File: src/rtl/seq_shift_add_mult.sv
// seq_shift_add_mult
//   Sequential shift-add multiplier. One multiplier bit is consumed per clock.
//   Signed operands are handled by multiplying magnitudes and negating the
//   result at the end. Optional early termination stops iterating once the
//   remaining multiplier bits are all zero.
//
// Ports
//   clk         in   clock, all state changes on the rising edge
//   rst_n       in   synchronous active-low reset
//   start       in   request, accepted only in IDLE
//   signed_mode in   two's complement operands (only when SIGNED_EN=1)
//   a, b        in   multiplicand / multiplier, captured on accepted start
//   busy        out  high in LOAD, CALC and FIX
//   res_valid   out  product valid (DONE)
//   res_ready   in   consumer acknowledge
//   product     out  2*WIDTH-bit result, held until the next FIX
//   iter_count  out  CALC iterations used by the last operation
//
// Handshake: the result transfers on a rising edge where res_valid=1 and
// res_ready=1. While res_valid=1 and res_ready=0, product is held stable.
// res_valid never drops without that transfer (except on reset).

module seq_shift_add_mult #(
   parameter int WIDTH      = 8,
   parameter bit SIGNED_EN  = 1'b1,
   parameter bit EARLY_TERM = 1'b1
) (
   input  logic                         clk,
   input  logic                         rst_n,
   input  logic                         start,
   input  logic                         signed_mode,
   input  logic [WIDTH-1:0]             a,
   input  logic [WIDTH-1:0]             b,
   output logic                         busy,
   output logic                         res_valid,
   input  logic                         res_ready,
   output logic [2*WIDTH-1:0]           product,
   output logic [$clog2(WIDTH+1)-1:0]   iter_count
);

   localparam int CW = $clog2(WIDTH+1);

   localparam logic [2:0] ST_IDLE = 3'd0;
   localparam logic [2:0] ST_LOAD = 3'd1;
   localparam logic [2:0] ST_CALC = 3'd2;
   localparam logic [2:0] ST_FIX  = 3'd3;
   localparam logic [2:0] ST_DONE = 3'd4;

   localparam logic [CW-1:0] K_ONE  = 1;
   localparam logic [CW-1:0] K_LAST = WIDTH;

   logic [2:0]         state_q,   state_d;
   logic [WIDTH-1:0]   opa_q,     opa_d;     // raw a, then |a| after LOAD
   logic [WIDTH-1:0]   opb_q,     opb_d;     // raw b, then shifting |b|
   logic               mode_q,    mode_d;
   logic               neg_q,     neg_d;
   logic [2*WIDTH-1:0] p_q,       p_d;
   logic [CW-1:0]      k_q,       k_d;
   logic [2*WIDTH-1:0] product_q, product_d;
   logic [CW-1:0]      iter_q,    iter_d;

   logic [2*WIDTH-1:0] ma_ext;

   assign ma_ext = {{WIDTH{1'b0}}, opa_q};

   always_comb begin
      state_d   = state_q;
      opa_d     = opa_q;
      opb_d     = opb_q;
      mode_d    = mode_q;
      neg_d     = neg_q;
      p_d       = p_q;
      k_d       = k_q;
      product_d = product_q;
      iter_d    = iter_q;

      case (state_q)
         ST_IDLE: begin
            if (start) begin
               opa_d   = a;
               opb_d   = b;
               mode_d  = signed_mode & SIGNED_EN;
               state_d = ST_LOAD;
            end
         end

         ST_LOAD: begin
            // The magnitude of the most negative value still fits unsigned.
            if (mode_q) begin
               opa_d = opa_q[WIDTH-1] ? -opa_q : opa_q;
               opb_d = opb_q[WIDTH-1] ? -opb_q : opb_q;
               neg_d = opa_q[WIDTH-1] ^ opb_q[WIDTH-1];
            end else begin
               neg_d = 1'b0;
            end
            p_d     = '0;
            k_d     = '0;
            state_d = ST_CALC;
         end

         ST_CALC: begin
            if (opb_q[0]) begin
               p_d = p_q + (ma_ext << k_q);
            end
            opb_d = opb_q >> 1;
            k_d   = k_q + K_ONE;
            // Exit test uses the post-shift multiplier, so b=0 still
            // performs exactly one iteration.
            if ((k_d == K_LAST) || (EARLY_TERM && (opb_d == '0))) begin
               state_d = ST_FIX;
            end
         end

         ST_FIX: begin
            product_d = neg_q ? -p_q : p_q;
            iter_d    = k_q;
            state_d   = ST_DONE;
         end

         ST_DONE: begin
            // A start seen here is dropped; IDLE must be reached first.
            if (res_ready) begin
               state_d = ST_IDLE;
            end
         end

         default: begin
            state_d = ST_IDLE;
         end
      endcase
   end

   always_ff @(posedge clk) begin
      if (!rst_n) begin
         state_q   <= ST_IDLE;
         opa_q     <= '0;
         opb_q     <= '0;
         mode_q    <= 1'b0;
         neg_q     <= 1'b0;
         p_q       <= '0;
         k_q       <= '0;
         product_q <= '0;
         iter_q    <= '0;
      end else begin
         state_q   <= state_d;
         opa_q     <= opa_d;
         opb_q     <= opb_d;
         mode_q    <= mode_d;
         neg_q     <= neg_d;
         p_q       <= p_d;
         k_q       <= k_d;
         product_q <= product_d;
         iter_q    <= iter_d;
      end
   end

   assign busy       = (state_q == ST_LOAD) || (state_q == ST_CALC) || (state_q == ST_FIX);
   assign res_valid  = (state_q == ST_DONE);
   assign product    = product_q;
   assign iter_count = iter_q;

endmodule

File: config.mk
export PLATFORM = sky130hd
export DESIGN_NAME = seq_shift_add_mult
export DESIGN_NICKNAME = d
export VERILOG_FILES = /design/src/rtl/seq_shift_add_mult.sv
export SDC_FILE = /design/constraint.sdc
export NUM_CORES = 1
export LEC_CHECK = 0
export ABC_AREA = 1
export ABC_CLOCK_PERIOD_IN_PS = 4290
export CAP_MARGIN = 25
export CORE_MARGIN = 3
export CORE_UTILIZATION = 25
export DETAILED_ROUTE_END_ITERATION = 6
export GPL_TIMING_DRIVEN = 0
export SYNTH_ARGS = -nofsm -noshare
export SYNTH_HDL_FRONTEND = slang
export SYNTH_SLANG_ARGS = --single-unit
export TNS_END_PERCENT = 5
File: constraint.sdc
create_clock -name clk -period 4.29 [get_ports clk]
set_clock_uncertainty 0.15 [all_clocks]
set_input_delay 0.429 -clock clk [delete_from_list [all_inputs] [get_ports clk]]
set_output_delay 0.429 -clock clk [all_outputs]
set_load 0.02 [all_outputs]
==> impl_results.md, run 1 <==
* Largest cells by area after synthesis: dfxtp_1, nand2_1, a21oi_1
* Mapped Area at around 4200 um2
* Tmin final at 3.099 ns
* Antenna Nets Post-Route at 0
* H-tree depth at 3
* Die ar. at 18420 um2
* Leak at 2.270 nW
* Cells after Synth at 651
* Final Setup Violations at 0
* First-pass DRT Iterations at 5
* Initial antenna violation count at 0
* Status: finished clean
* Setup Crit Path Kind: reg2reg
* Avg Cell Area, Syn at 6.462 um2
* Syn_nets at 692
* Worst Path Arrival at 3.14 ns
* GR Overflow Total at 0
* Main synth FF type: dfxtp_1
* Core area at between 15000 and 20000 um2
* Diodes inserted at 0
* Drt via density at 4.632
* Setup TNS Final at 0 ns
* Nature of the critical path startpoint: flip-flop
* Global Route Usage Sum at 13.18%
* Fill count at between 1500 and 2000
* Num CTS Buffers at 9
* Max_cap viols at 0
* PwrDens at 425.0 nW/um2
* Number of global-route vias before repair at 3862
* Worst slew margin at 51.54%
* Synth top area share at 29.03%
* Pre-CTS setup slack at around 1.2 ns
* #FFs+latches synth at 61
* Seq/Total Area, Yosys at 29.03%
* Fmax at 0.3226 GHz
* CTS root buffer: clkbuf_16
* Port bufs at 42
* Crit-path max cell delay at roughly 0.35 ns
* Num Clock Sinks at slightly above 60
* Tcrit/Tclk final at 72.25%
* Dpl hpwl at 9454 um
* Yosys cell types at 46
* Synth Warn # at 0
* Most frequent cells in the layout: nand2_1, inv_1, a21oi_1
* Clock-pin transition on the worst setup and hold timing paths at 0.05 ns
* CTS resizes at 0
* Final RePlAce weighted congestion at 0.9353
* DR vias at about 4300
* Worst-margin pin slew at 0.7269 ns
* Hold crit path type: reg2reg
* Wirelength, routed at 11980 um
* Share of cells above drive strength 1 at 7.062%
* Postcts setup bufs at 0
* Commonest non-fill, non-tap cell in the layout: nand2_1
* R2R setup slack at around 1.2 ns
* Iter 0 DRT Violations at 243
* Final Core Density at roughly a third
* Slowest CP cell: ha_1
* Worst EP required at 4.33 ns
* Worst Path Buf+Inv at 3
* Critical Path End Type: flip-flop
* Crit-path leading delay family: compound AO/OA/AOI/OAI gates
* Worst vdd ir at 0.2070 mV
* Most common cell on crit path: nand2_1
* EDFF count, synth at 0
* Cell Chain, Critical Path: buf_2 > buf_2 > o21ai_0 > o21ai_0 > nand2_1 > nand2_1 > nor2_1 > ha_1 > nand2_1 > inv_1 > a21oi_1 > nand2_1 > a21oi_1 > nand3_1 > nand3_1 > a21oi_1
* Clock Latency Late Sink at 0.33 ns
* Starting utilization of the core area at between 20% and 30%
* Chip width at 135.7 um
* Total Power at 2.192 mW
* Final Hold Viols at 0
* Row count at 46
* Drc violations at 0
* Setup slack after layout at 1.191 ns
* Ports at between 40 and 50
* Hold_buf cts at 0
* DR WL/cell at around 13 um
* Crit path max fanout at 10
* First-pass GRT wire length at 19400 um
* Chip height at 135.7 um
* CTS Buffer Depth at 2
* RSZ-0062 raised after global routing: no
* Cell taking the most area after synthesis: dfxtp_1
* Fin. max-slew vios at 0
* CTS tree: done
* Largest net degree at the start of global routing at 11
* Final #Nets at roughly 750
* Asr flop ratio synth at 0%
* Synthesis-to-finish area growth at 22.61%
[worst register-to-register path: cells and delay by family (launching register included)]
kind                     cells  cell delay (ns)
flip-flops                   1             0.33
buffers and inverters        3             0.47
adder cells (fa/ha/maj)      1             0.35
AO/OA/AOI/OAI                5             0.93
AND/OR/NAND/NOR              7             0.76
[metal layers]
metal / GRT usage [%] / vias up / wire, um
li1: - / 2258 / -
met1: 18.80 / 1933 / 6080
met2: 20.35 / 77 / 5231
met3: 2.935 / 12 / 527
met4: 2.856 / 0 / 142
met5: 0 / - / 0
[registers in the layout, summed over array words and instances (netlist names)]
name	cells
iter_count	4
k_q	4
mode_q	1
neg_q	1
opa_q	8
opb_q	8
p_q	16
product	16
state_q	3
[area by class of cell]
class | count | area, um2 | area share (%)
Inverter | 76 | 285.3 | 5.531
Clock inverter | 2 | 10.01 | 0.1941
Clock buffer | 13 | 250.2 | 4.852
Timing Repair Buffer | 42 | 420.4 | 8.151
Sequential cell | 61 | 1221 | 23.68
Buffer | 22 | 123.9 | 2.402
Tap cell | 216 | 270.3 | 5.240
Multi-Input combinational cell | 492 | 2576 | 49.95
[synthesized netlist by cell type, types with 7 or more instances]
| cell type | number |
|---|---|
| dfxtp_1 | 61 |
| nand2_1 | 152 |
| inv_1 | 70 |
| clkbuf_1 | 7 |
| o21ai_0 | 51 |
| nor2_1 | 67 |
| ha_1 | 19 |
| buf_4 | 7 |
| xor2_1 | 14 |
| a31oi_1 | 8 |
| nand3_1 | 47 |
| nor3_1 | 7 |
| a21oi_1 | 70 |
[where the power goes]
part	internal [mW]	switching (mW)	leakage (nW)
clock network	0.401	0.251	0.129
logic	0.297	0.523	1.64
registers	0.645	0.0747	0.497
total	1.34	0.848	2.27
[metrics by stage]
step | std cells | hold slack [ns] | cell area (um2)
after floorplan | 651 | 0.3038 | 4207
final | 924 | 0.3349 | 5157
after detailed placement | 909 | 0.3333 | 4897
after global routing | 924 | 0.3763 | 5157
after CTS | 924 | 0.3405 | 5157
after global placement | 909 | 0.3105 | 4897
[kinds of logic after synthesis]
group / after synthesis / share of synthesized area, %
buf+inv: 98 / 9.726
compound gates: 155 / 20.49
flops: 61 / 29.03
fa+ha+maj: 20 / 6.127
simple gates: 300 / 31.05
mux: 1 / 0.2380
xor+xnor: 16 / 3.331
[path summary, 6_finish.rpt]
path                                  to  cells after the start     start
worst max register to register   p_q[15]                     16    k_q[0]
worst min register to register  opb_q[0]                      2  opb_q[0]
worst min-delay path            opb_q[0]                      2  opb_q[0]
worst max-delay path             p_q[15]                     16    k_q[0]
Power figures use the tool's default switching activity.
==> run 2: changes to the inputs <==
Settings changed: ABC_CLOCK_PERIOD_IN_PS 4290 to 2700.
Clock period 4.29 ns to 2.7 ns, I/O delays scaled along.
==> impl_results.md, run 2 (synthesis results as in run 1) <==
* Drc violations at 0 (unchanged)
* Hold_buf cts at 0 (unchanged)
* Post-route cell area at 5579 um2 (was 5157 um2)
* Dpl cell area at 4897 um2 (unchanged)
* Starting utilization of the core area at 26.01% (unchanged)
* Final #Nets at 759 (was 745)
* Wirelength, routed at 12610 um (was 11980 um)
* Diodes inserted at 0 (unchanged)
* Hold WS at 0.3322 ns (was 0.3349 ns)
* Clk pwr share at 28.4% (was 29.8%)
* GR Overflow Total at 0 (unchanged)
* Total Power at 3.652 mW (was 2.192 mW)
* CTS root buffer: clkbuf_16 (unchanged)
* Chip height at 135.7 um (unchanged)
* Dpl hpwl at 9454 um (unchanged)
* Die ar. at 18420 um2 (unchanged)
* Setup TNS Final at 0 ns (unchanged)
* Drt via density at 4.688 (was 4.632)
* PwrDens at 654.7 nW/um2 (was 425.0 nW/um2)
* Num Clock Sinks at 61 (unchanged)
* Status: finished clean (unchanged)
* Non-filler cells, final at 938 (was 924)
* Most frequent cells in the layout: nand2_1, inv_1, a21oi_1 (unchanged)
* Worst-margin pin slew at 0.6923 ns (was 0.7269 ns)
* First-pass DRT Iterations at 5 (unchanged)
* DR WL/cell at 13.44 um (was 12.97 um)
* Placed Cells at 909 (unchanged)
* Hold crit path type: reg2reg (unchanged)
* Row count at 46 (unchanged)
* Number of global-route vias before repair at 3921 (was 3862)
* Worst Path Arrival at 2.66 ns (was 3.14 ns)
* Antenna Nets Post-Route at 0 (unchanged)
* Global Route Usage Sum at 13.29% (was 13.18%)
* Chip width at 135.7 um (unchanged)
* Synthesis-to-finish area growth at 32.63% (was 22.61%)
* Clock-pin transition on the worst setup and hold timing paths at 0.05 ns (about the same)
* DR vias at 4397 (was 4280)
* Commonest non-fill, non-tap cell in the layout: nand2_1 (unchanged)
* Leak at 2.340 nW (was 2.270 nW)
* First-pass GRT wire length at 19590 um (was 19400 um)
* RSZ-0062 raised after global routing: yes (was no)
* Fmax at 0.3816 GHz (was 0.3226 GHz)
* Share of cells above drive strength 1 at 17.45% (was 7.062%)
* Setup Crit Path Kind: reg2reg (unchanged)
* Num CTS Buffers at 9 (unchanged)
* Part of the power in combinational logic at 40.1% (was 37.4%)
* Clock Latency Late Sink at 0.33 ns (about the same)
* Fill count at 1726 (was 1764)
* Port bufs at 42 (unchanged)
* Max_cap viols at 0 (unchanged)
* Worst slew margin at 53.85% (was 51.54%)
* Final Hold Viols at 0 (unchanged)
* Ports at 43 (unchanged)
* H-tree depth at 3 (unchanged)
* Iter 0 DRT Violations at 216 (was 243)
* Reg power frac at 31.5% (was 32.8%)
* Net Sw Frac at 39.08% (was 38.70%)
* Design internal power at 2.225 mW (was 1.344 mW)
* Tcrit/Tclk final at 97.06% (was 72.25%)
* Worst vdd ir at 0.3328 mV (was 0.2070 mV)
* Largest net degree at the start of global routing at 11 (unchanged)
* Worst EP required at 2.74 ns (was 4.33 ns)
* Fin. max-slew vios at 0 (unchanged)
* CTS tree: done (unchanged)
* Nature of the critical path startpoint: flip-flop (unchanged)
* Crit path max fanout at 10 (unchanged)
* Final Setup Violations at 0 (unchanged)
* Tmin final at 2.621 ns (was 3.099 ns)
* Critical Path End Type: flip-flop (unchanged)
* Core area at 16170 um2 (unchanged)
* Initial antenna violation count at 0 (unchanged)
* Switching pwr at 1.427 mW (was 0.8484 mW)
* Final RePlAce weighted congestion at 0.9353 (unchanged)
* CTS Buffer Depth at 2 (unchanged)
## run 2: cell types whose count changed in the layout (fill, tap and decap cells not counted), sizes merged
| cell | previous run | this run |
|---|---|---|
| buf | 15 | 28 |
| clkbuf | 20 | 21 |
| clkinv | 4 | 3 |
| clkinvlp | 0 | 1 |
## run 2: worst paths after layout
check | depth (start not counted) | slack (ns) | to | startpoint
setup / recovery | 17 | 0.08 | p_q[12] | k_q[1]
hold / removal | 2 | 0.33 | opb_q[0] | opb_q[0]
setup reg to reg | 17 | 0.08 | p_q[12] | k_q[1]
hold reg to reg | 2 | 0.33 | opb_q[0] | opb_q[0]
## run 2: layout make-up
cell class | count | area, um2 | area share (%)
buffer | 22 | 156.4 | 2.803
tap | 216 | 270.3 | 4.844
multi-input combinational | 492 | 2855 | 51.18
clock buffer | 13 | 250.2 | 4.485
timing repair buffer | 56 | 520.5 | 9.329
sequential | 61 | 1225 | 21.96
inverter | 76 | 291.5 | 5.225
clock inverter | 2 | 10.01 | 0.1794
## run 2: metrics by stage
stage	setup WS, ns	utilization [%]
2_1_floorplan	0.1783	-
3_3_place_gp	-0.4055	30.28
3_5_place_dp	-0.3881	30.28
4_1_cts	0.01959	32.55
5_1_grt	-0.1055	34.50
6_report	0.07931	34.50
## run 2: per-layer routing
layer,global-route usage (%),routed length [um],vias to the layer above
met5,0,0,-
met4,2.800,117,0
met3,3.269,649,8
met2,20.66,5773,82
met1,18.71,6070,2023
li1,-,-,2284
## run 2: worst max-delay path, stage by stage (launching register included)
cell,delay [ns]
dfxtp_1,0.34
buf_6,0.14
inv_2,0.05
buf_6,0.12
nand3_1,0.07
nand2_1,0.09
nand2_1,0.11
o21ai_2,0.09
nor2_2,0.21
ha_4,0.26
a21oi_1,0.23
o21ai_0,0.15
nand2_1,0.08
nand3_1,0.10
nor2_1,0.11
nor2_1,0.05
nand2_1,0.06
a21oi_1,0.05
## run 2: power groups by stage
stage / sequential (mW) / clock, mW / combinational (mW)
after floorplan: 1.16 / 0 / 0.914
after global placement: 1.16 / 0 / 1.29
after detailed placement: 1.16 / 0 / 1.29
after CTS: 1.14 / 1.06 / 1.35
after global routing: 1.17 / 1.09 / 1.63
final: 1.15 / 1.04 / 1.46
## run 2: what timing repair did
action	in CTS	in global routing
gates cloned	0	2
buffers inserted	4	8
pin swaps	10	27
gates resized for setup	27	67
setup endpoints to repair	11	11
